$ cat config.mk
export PLATFORM = sky130hd
export DESIGN_NAME = ne555_mono_flat
export DESIGN_NICKNAME = d
export VERILOG_FILES = /design/src/rtl/ne555_mono_pkg.sv /design/src/rtl/ne555_mono_if.sv /design/src/rtl/ne555_mono_ttl_downcnt.sv /design/src/rtl/ne555_mono.sv /design/src/flat_wrapper.sv
export SDC_FILE = /design/constraint.sdc
export NUM_CORES = 1
export LEC_CHECK = 0
export BUFFER_PORTS_ARGS = -buffer_cell sky130_fd_sc_hd__buf_4
export CORE_MARGIN = 2
export CORE_UTILIZATION = 45
export CTS_CLUSTER_DIAMETER = 30
export DETAILED_ROUTE_END_ITERATION = 8
export GPL_ROUTABILITY_DRIVEN = 0
export GPL_TIMING_DRIVEN = 0
export PLACE_DENSITY = 0.68
export REMOVE_ABC_BUFFERS = 1
export SLEW_MARGIN = 25
export SYNTH_ARGS = -nofsm -noshare
export SYNTH_HDL_FRONTEND = slang
export SYNTH_SLANG_ARGS = --single-unit
$ cat constraint.sdc
create_clock -name clk -period 1.8 [get_ports clk]
set_input_delay 0.18 -clock clk [delete_from_list [all_inputs] [get_ports clk]]
set_output_delay 0.18 -clock clk [all_outputs]
set_load 0.005 [all_outputs]
$ cat src/rtl/ne555_mono_pkg.sv
// Shared definitions for the ne555_mono monostable timer slice.
package ne555_mono_pkg;

    localparam int DUR_W_DEF = 16;

endpackage

$ cat src/rtl/ne555_mono_if.sv
// Pin-level bundle of the 555 monostable: timebase enable, trigger/reset pins, width and outputs.
interface ne555_mono_if
    import ne555_mono_pkg::*;
#(
    parameter int DUR_W = DUR_W_DEF
);

    logic             ce;
    logic             trig_n;
    logic             rst_n;
    logic [DUR_W-1:0] dur;
    logic             q;
    logic             done;

    modport master (
        output ce, trig_n, rst_n, dur,
        input  q, done
    );

    modport slave (
        input  ce, trig_n, rst_n, dur,
        output q, done
    );

endinterface

$ cat src/rtl/ne555_mono_ttl_downcnt.sv
// Loadable down-counter with clock enable, synchronous clear and a zero flag.
module ttl_downcnt #(
    parameter int W = 16
) (
    input  logic         clk,
    input  logic         reset,
    input  logic         clear_i,
    input  logic         load_i,
    input  logic [W-1:0] load_val_i,
    input  logic         ce_i,
    output logic [W-1:0] count_o,
    output logic         zero_o
);

    logic [W-1:0] cnt_q, cnt_d;

    // Decrement saturates at zero so a held count never wraps.
    always_comb begin
        // NOTE: default assignment first so every path drives cnt_d and no latch is inferred.
        cnt_d = cnt_q;
        if (clear_i) begin
            cnt_d = '0;
        end else if (load_i) begin
            cnt_d = load_val_i;
        end else if (ce_i && (cnt_q != '0)) begin
            cnt_d = cnt_q - W'(1);
        end
    end

    always_ff @(posedge clk) begin
        // NOTE: non-blocking assignments for all registered state so every flop samples pre-edge values.
        if (reset) begin
            cnt_q <= '0;
        end else begin
            cnt_q <= cnt_d;
        end
    end

    assign count_o = cnt_q;
    assign zero_o  = (cnt_q == '0);

endmodule

$ cat src/rtl/ne555_mono.sv
// 555 timer in monostable mode: non-retriggerable pulse of max(dur,1) ce ticks, held while trigger stays low.
module ne555_mono
    import ne555_mono_pkg::*;
#(
    parameter int DUR_W = DUR_W_DEF
) (
    input  logic           clk,
    input  logic           reset,
    ne555_mono_if.slave    io
);

    typedef enum logic [1:0] {
        ST_IDLE   = 2'd0,
        ST_TIMING = 2'd1,
        ST_HOLD   = 2'd2
    } state_t;

    state_t           state_q;
    logic             q_q;
    logic             done_q;
    logic             accept;
    logic             cnt_zero;
    logic [DUR_W-1:0] cnt_val;
    logic [DUR_W-1:0] load_val;

    assign accept   = (state_q == ST_IDLE) && io.ce && !io.trig_n && io.rst_n;
    // A zero width behaves like one tick.
    assign load_val = (io.dur == '0) ? '0 : io.dur - DUR_W'(1);

    ttl_downcnt #(.W(DUR_W)) u_cnt (
        .clk       (clk),
        .reset     (reset),
        .clear_i   (!io.rst_n),
        .load_i    (accept),
        .load_val_i(load_val),
        .ce_i      (io.ce && (state_q == ST_TIMING)),
        .count_o   (cnt_val),
        .zero_o    (cnt_zero)
    );

    always_ff @(posedge clk) begin
        if (reset) begin
            state_q <= ST_IDLE;
            q_q     <= 1'b0;
            done_q  <= 1'b0;
        end else begin
            done_q <= 1'b0;
            if (!io.rst_n) begin
                state_q <= ST_IDLE;
                q_q     <= 1'b0;
            end else if (io.ce) begin
                unique case (state_q)
                    ST_IDLE: begin
                        if (!io.trig_n) begin
                            state_q <= ST_TIMING;
                            q_q     <= 1'b1;
                        end
                    end
                    ST_TIMING: begin
                        if (cnt_zero) begin
                            if (io.trig_n) begin
                                state_q <= ST_IDLE;
                                q_q     <= 1'b0;
                                done_q  <= 1'b1;
                            end else begin
                                state_q <= ST_HOLD;
                            end
                        end
                    end
                    ST_HOLD: begin
                        if (io.trig_n) begin
                            state_q <= ST_IDLE;
                            q_q     <= 1'b0;
                            done_q  <= 1'b1;
                        end
                    end
                    default: begin
                        state_q <= ST_IDLE;
                        q_q     <= 1'b0;
                    end
                endcase
            end
        end
    end

    assign io.q    = q_q;
    assign io.done = done_q;

    logic unused_cnt;
    assign unused_cnt = ^cnt_val;

endmodule

$ cat src/flat_wrapper.sv
// flat-port wrapper written by rule: the top's interface ports become plain ports
module ne555_mono_flat import ne555_mono_pkg::*;
#(
    parameter int DUR_W = DUR_W_DEF
)
  (clk, reset, io_ce, io_trig_n, io_rst_n, io_dur, io_q, io_done);
  ne555_mono_if #(.DUR_W(DUR_W)) io_i ();
  input  logic clk;
  input  logic reset;
  input wire logic [$bits(io_i.ce)-1:0] io_ce;
  input wire logic [$bits(io_i.trig_n)-1:0] io_trig_n;
  input wire logic [$bits(io_i.rst_n)-1:0] io_rst_n;
  input wire logic [$bits(io_i.dur)-1:0] io_dur;
  output wire logic [$bits(io_i.q)-1:0] io_q;
  output wire logic [$bits(io_i.done)-1:0] io_done;
  assign io_i.ce = io_ce;
  assign io_i.trig_n = io_trig_n;
  assign io_i.rst_n = io_rst_n;
  assign io_i.dur = io_dur;
  assign io_q = io_i.q;
  assign io_done = io_i.done;
  ne555_mono #(.DUR_W(DUR_W)) u_core (.clk(clk), .reset(reset), .io(io_i));
endmodule
==> results.txt <==
- The run finished, with violations left.
* Failing checks: setup timing
- The die is approximately 63 um wide.
- The total overflow left after global routing is 0.
* Met3 Usage GRT: under 10%
- Average wire per standard cell: 16.69 um
- Summed over all nets, the half-perimeter wirelength after detailed placement is 3079 um.
* Placeable core area: 0.003311 mm2
* Largest buffer count on any clock path: 2
- Final number of setup-violating endpoints: 14
- Number of cells on the worst hold path: 3
* Maximum ir drop on the vdd rail: 202.0 uV
* Placement Setup Slack: -0.6194 ns
- Buffer cell driving the clock tree root: sky130_fd_sc_hd__clkbuf_4
* Gate count of the mapped netlist: 190
- CTS built an H-tree with a depth of 1.
* Overall power consumption: 1.071 mW
- The floorplan has 21 rows.
* Most congested layer reported by global routing: met2
- Fin. max-slew vios: 0
- Remaining DRCs: 0
- Multiplexer area fraction after synthesis: 1.942%
* Leakage power: roughly 0.8 nW
- TritonCTS built the clock tree.
- In the layout the commonest cells are sky130_fd_sc_hd__buf_4, sky130_fd_sc_hd__nand2_1, sky130_fd_sc_hd__dfxtp_1.
- Number of antenna violations at the first check in global routing: 0
- Of the cells placed in the final design, the portion with a size suffix greater than 1 is 35.06%.
- Combinational family with the most area after synthesis: simple AND/OR/NAND/NOR gates
- The number of hold violations in the final report was 0.
- Relative to the synthesized area, the layout overhead comes to 35.68%.
* Initial cell density of the core: between 40 and 50%
- The worst path uses 103.9% of the clock period.
- Summing the areas of all and, or, nand and nor instances in the mapped netlist gives 29.94% of the synthesized area.
* Arrival time reported for the critical path endpoint: 2.09 ns
* Cell count of the worst reg-to-reg path: 7
* Cts bufs inserted: 3
- Area of the die: 0.003921 mm2
* Post-synth ARST share: 0%
* Area after detailed placement: 0.001760 mm2
* IO buf count: 22
- Fraction of the mapped netlist area in compound gates: 24.11%
- Non-filler instance count after layout: roughly 280
- The tool flagged a number of max-cap violations equal to 0.
- The share of the Yosys chip area taken by registers is 25.89%.
- Clk Latency, worst-skew pair: between 0.3 and 0.4 ns
* Worst max-slew margin expressed relative to the limit: 31.94%
* XOR/XNOR share of the synthesized area: 10.76%
- Of the total synthesized cell area, the portion taken by full adders, half adders and majority gates is 4.854%.
- STA classifies the critical path endpoint as a flip-flop.
* Startpoint of the worst setup timing path: u_core.u_cnt.count_o[4]$_SDFFE_PP0P_
* Die height: 62.62 um
- For the worst setup path, the data required time is between 2 and 2.5 ns.
* Global router's overall resource usage: about a quarter
- The first routing iteration left 127 violations.
- Clock skew on the completed layout was measured at between 0.004 and 0.005 ns.
- After detailed routing, the total wire length is 4623 um.
- Most common cell after layout, fill and taps aside: sky130_fd_sc_hd__buf_4
- ANT nets after route: 0
* Final Cell Area: 0.002098 mm2
- Yosys printed 0 warnings.
- The first global-routing pass estimated 7507 um of wire.
* Final nets: 259
* Actual slew at the worst max-slew pin: 1.019 ns
- The via count of the first global-routing pass was 1612.
* Post-synthesis register bit count: 20
* Final Critical Period: 1.869 ns
- Counting flops with a built-in enable in the synthesized netlist gives 0.
- During I/O placement, the number of pins put on the boundary was 23.
* Drt pass-1 iters: 4
* Smallest hold slack: roughly 0.15 ns
* Average size of a mapped cell: 8.139 um2
- Timing would allow up to 534.9 MHz.
* Number of library cell types mapped by synthesis: 53
* FF-to-FF Start: u_core.u_cnt.count_o[4]$_SDFFE_PP0P_
- Avg Vias per Cell: 6.000
- Maximum fanout along the worst path: 5
- For this run, global-route usage on met2 was measured as 40.99%.
- After layout, the worst setup slack is -0.06941 ns.
- Clock Pin Slew Worst Setup and Hold Paths: 0.12 ns
- Count of placed standard cells including taps: 256
* Post-synthesis instance area: between 0.0015 and 0.002 mm2
* Critical hold path startpoint: io_ce
- Via count: around 1700
* Worst hold path type: input port to flip-flop
* Antenna Cells: 0
- Largest net degree at the start of global routing: 12
- Cell area power density: about 500 mW/mm2
- Setup repair after global routing could not meet its margin everywhere.
* Launching element type of the critical path: flip-flop
* Sink Count: 20
* Post-synth top flop: sky130_fd_sc_hd__dfxtp_1
- Global routing consumed, on the met1 layer, 28.24% of the routing resources.
* Critical path start-end classification: flip-flop to flip-flop
routing by layer:
layer  part of all wire [%]  up-vias
met1                     40      758
met4                    3.5        0
met3                    6.6       15
met2                     50       77
li1                       -      812
met5                      0        -
cell type report:
type | count | area (um2)
clock buffer | 4 | 36.28
fill | 296 | 1212
inverter | 8 | 30.03
multi-input combinational | 160 | 1269
sequential | 20 | 409.1
tap | 46 | 57.56
timing repair buffer | 39 | 296.5
where the power goes:
part / total [mW] / internal [mW] / switching (mW)
clock: 0.281 / 0.124 / 0.157
combinational: 0.325 / 0.147 / 0.178
sequential: 0.465 / 0.453 / 0.0124
total: 1.07 / 0.725 / 0.347
cell families after synthesis:
kind of cell,count (synthesis)
AO/OA/AOI/OAI,52
XOR/XNOR,19
adder cells (fa/ha/maj),6
buffers and inverters,10
flip-flops,20
multiplexers,3
AND/OR/NAND/NOR,80
registers in the layout, summed over array words and instances, names as in the netlist:
signal and flops:
u_core.u_cnt.count_o 16, u_core.state_q 2, u_core.io.done 1, u_core.io.q 1
repair_timing:
item                                    in CTS  in global routing
cloned                                       0                  0
endpoints found under the setup margin      19                 19
hold buffers                                 0                  0
endpoints found under the hold margin        0                  0
pin swaps                                   14                  8
resized for setup                           25                 14
setup buffers                                9                  8
final timing paths:
| check | slack [ns] | to |
|---|---|---|
| worst max-delay path | -0.07 | u_core.u_cnt.count_o[9]$_SDFFE_PP0P_ |
| worst min-delay path | 0.15 | u_core.io.done$_SDFF_PP0_ |
| worst max register to register | -0.07 | u_core.u_cnt.count_o[9]$_SDFFE_PP0P_ |
| worst min register to register | 0.48 | u_core.io.q$_SDFFE_PP0P_ |
per-stage QoR:
step,utilization (%),setup TNS (ns)
floorplan,-,-0.5405
global placement,53.17,-5.709
detailed placement,53.17,-6.985
CTS,59.37,-0.2369
global route,63.38,-1.261
finish,63.38,-0.4486
Yosys cell counts (2+ instances only):
cell,number,share of area (%)
sky130_fd_sc_hd__nor4_2,2,1.6
sky130_fd_sc_hd__nor3_1,9,2.9
sky130_fd_sc_hd__o21ai_0,7,2.3
sky130_fd_sc_hd__inv_1,8,1.9
sky130_fd_sc_hd__nand3_1,8,2.6
sky130_fd_sc_hd__nor4_1,6,2.4
sky130_fd_sc_hd__nand4_1,3,1.2
sky130_fd_sc_hd__o22ai_1,9,3.6
sky130_fd_sc_hd__dfxtp_1,20,26
sky130_fd_sc_hd__nand2_1,16,3.9
sky130_fd_sc_hd__ha_1,6,4.9
sky130_fd_sc_hd__nor2_1,12,2.9
sky130_fd_sc_hd__nand4b_1,4,2.3
sky130_fd_sc_hd__nor3b_1,2,0.97
sky130_fd_sc_hd__o221a_2,2,1.5
sky130_fd_sc_hd__a31oi_1,6,2.4
sky130_fd_sc_hd__and2_1,3,1.2
sky130_fd_sc_hd__nor2b_1,2,0.81
sky130_fd_sc_hd__or4_1,3,1.5
sky130_fd_sc_hd__nand2b_1,2,0.81
sky130_fd_sc_hd__xnor2_1,11,6.2
sky130_fd_sc_hd__a21oi_1,9,2.9
sky130_fd_sc_hd__mux2i_1,3,1.9
sky130_fd_sc_hd__xor2_1,8,4.5
critical path: stages (launching register included):
cell	delay, ns
sky130_fd_sc_hd__dfxtp_2	0.35
sky130_fd_sc_hd__or4_4	0.60
sky130_fd_sc_hd__nor4_4	0.23
sky130_fd_sc_hd__buf_4	0.18
sky130_fd_sc_hd__buf_6	0.10
sky130_fd_sc_hd__a31oi_1	0.08
sky130_fd_sc_hd__a21oi_1	0.13
sky130_fd_sc_hd__o22ai_1	0.09
Note: power is estimated with default switching activity, not from simulation.
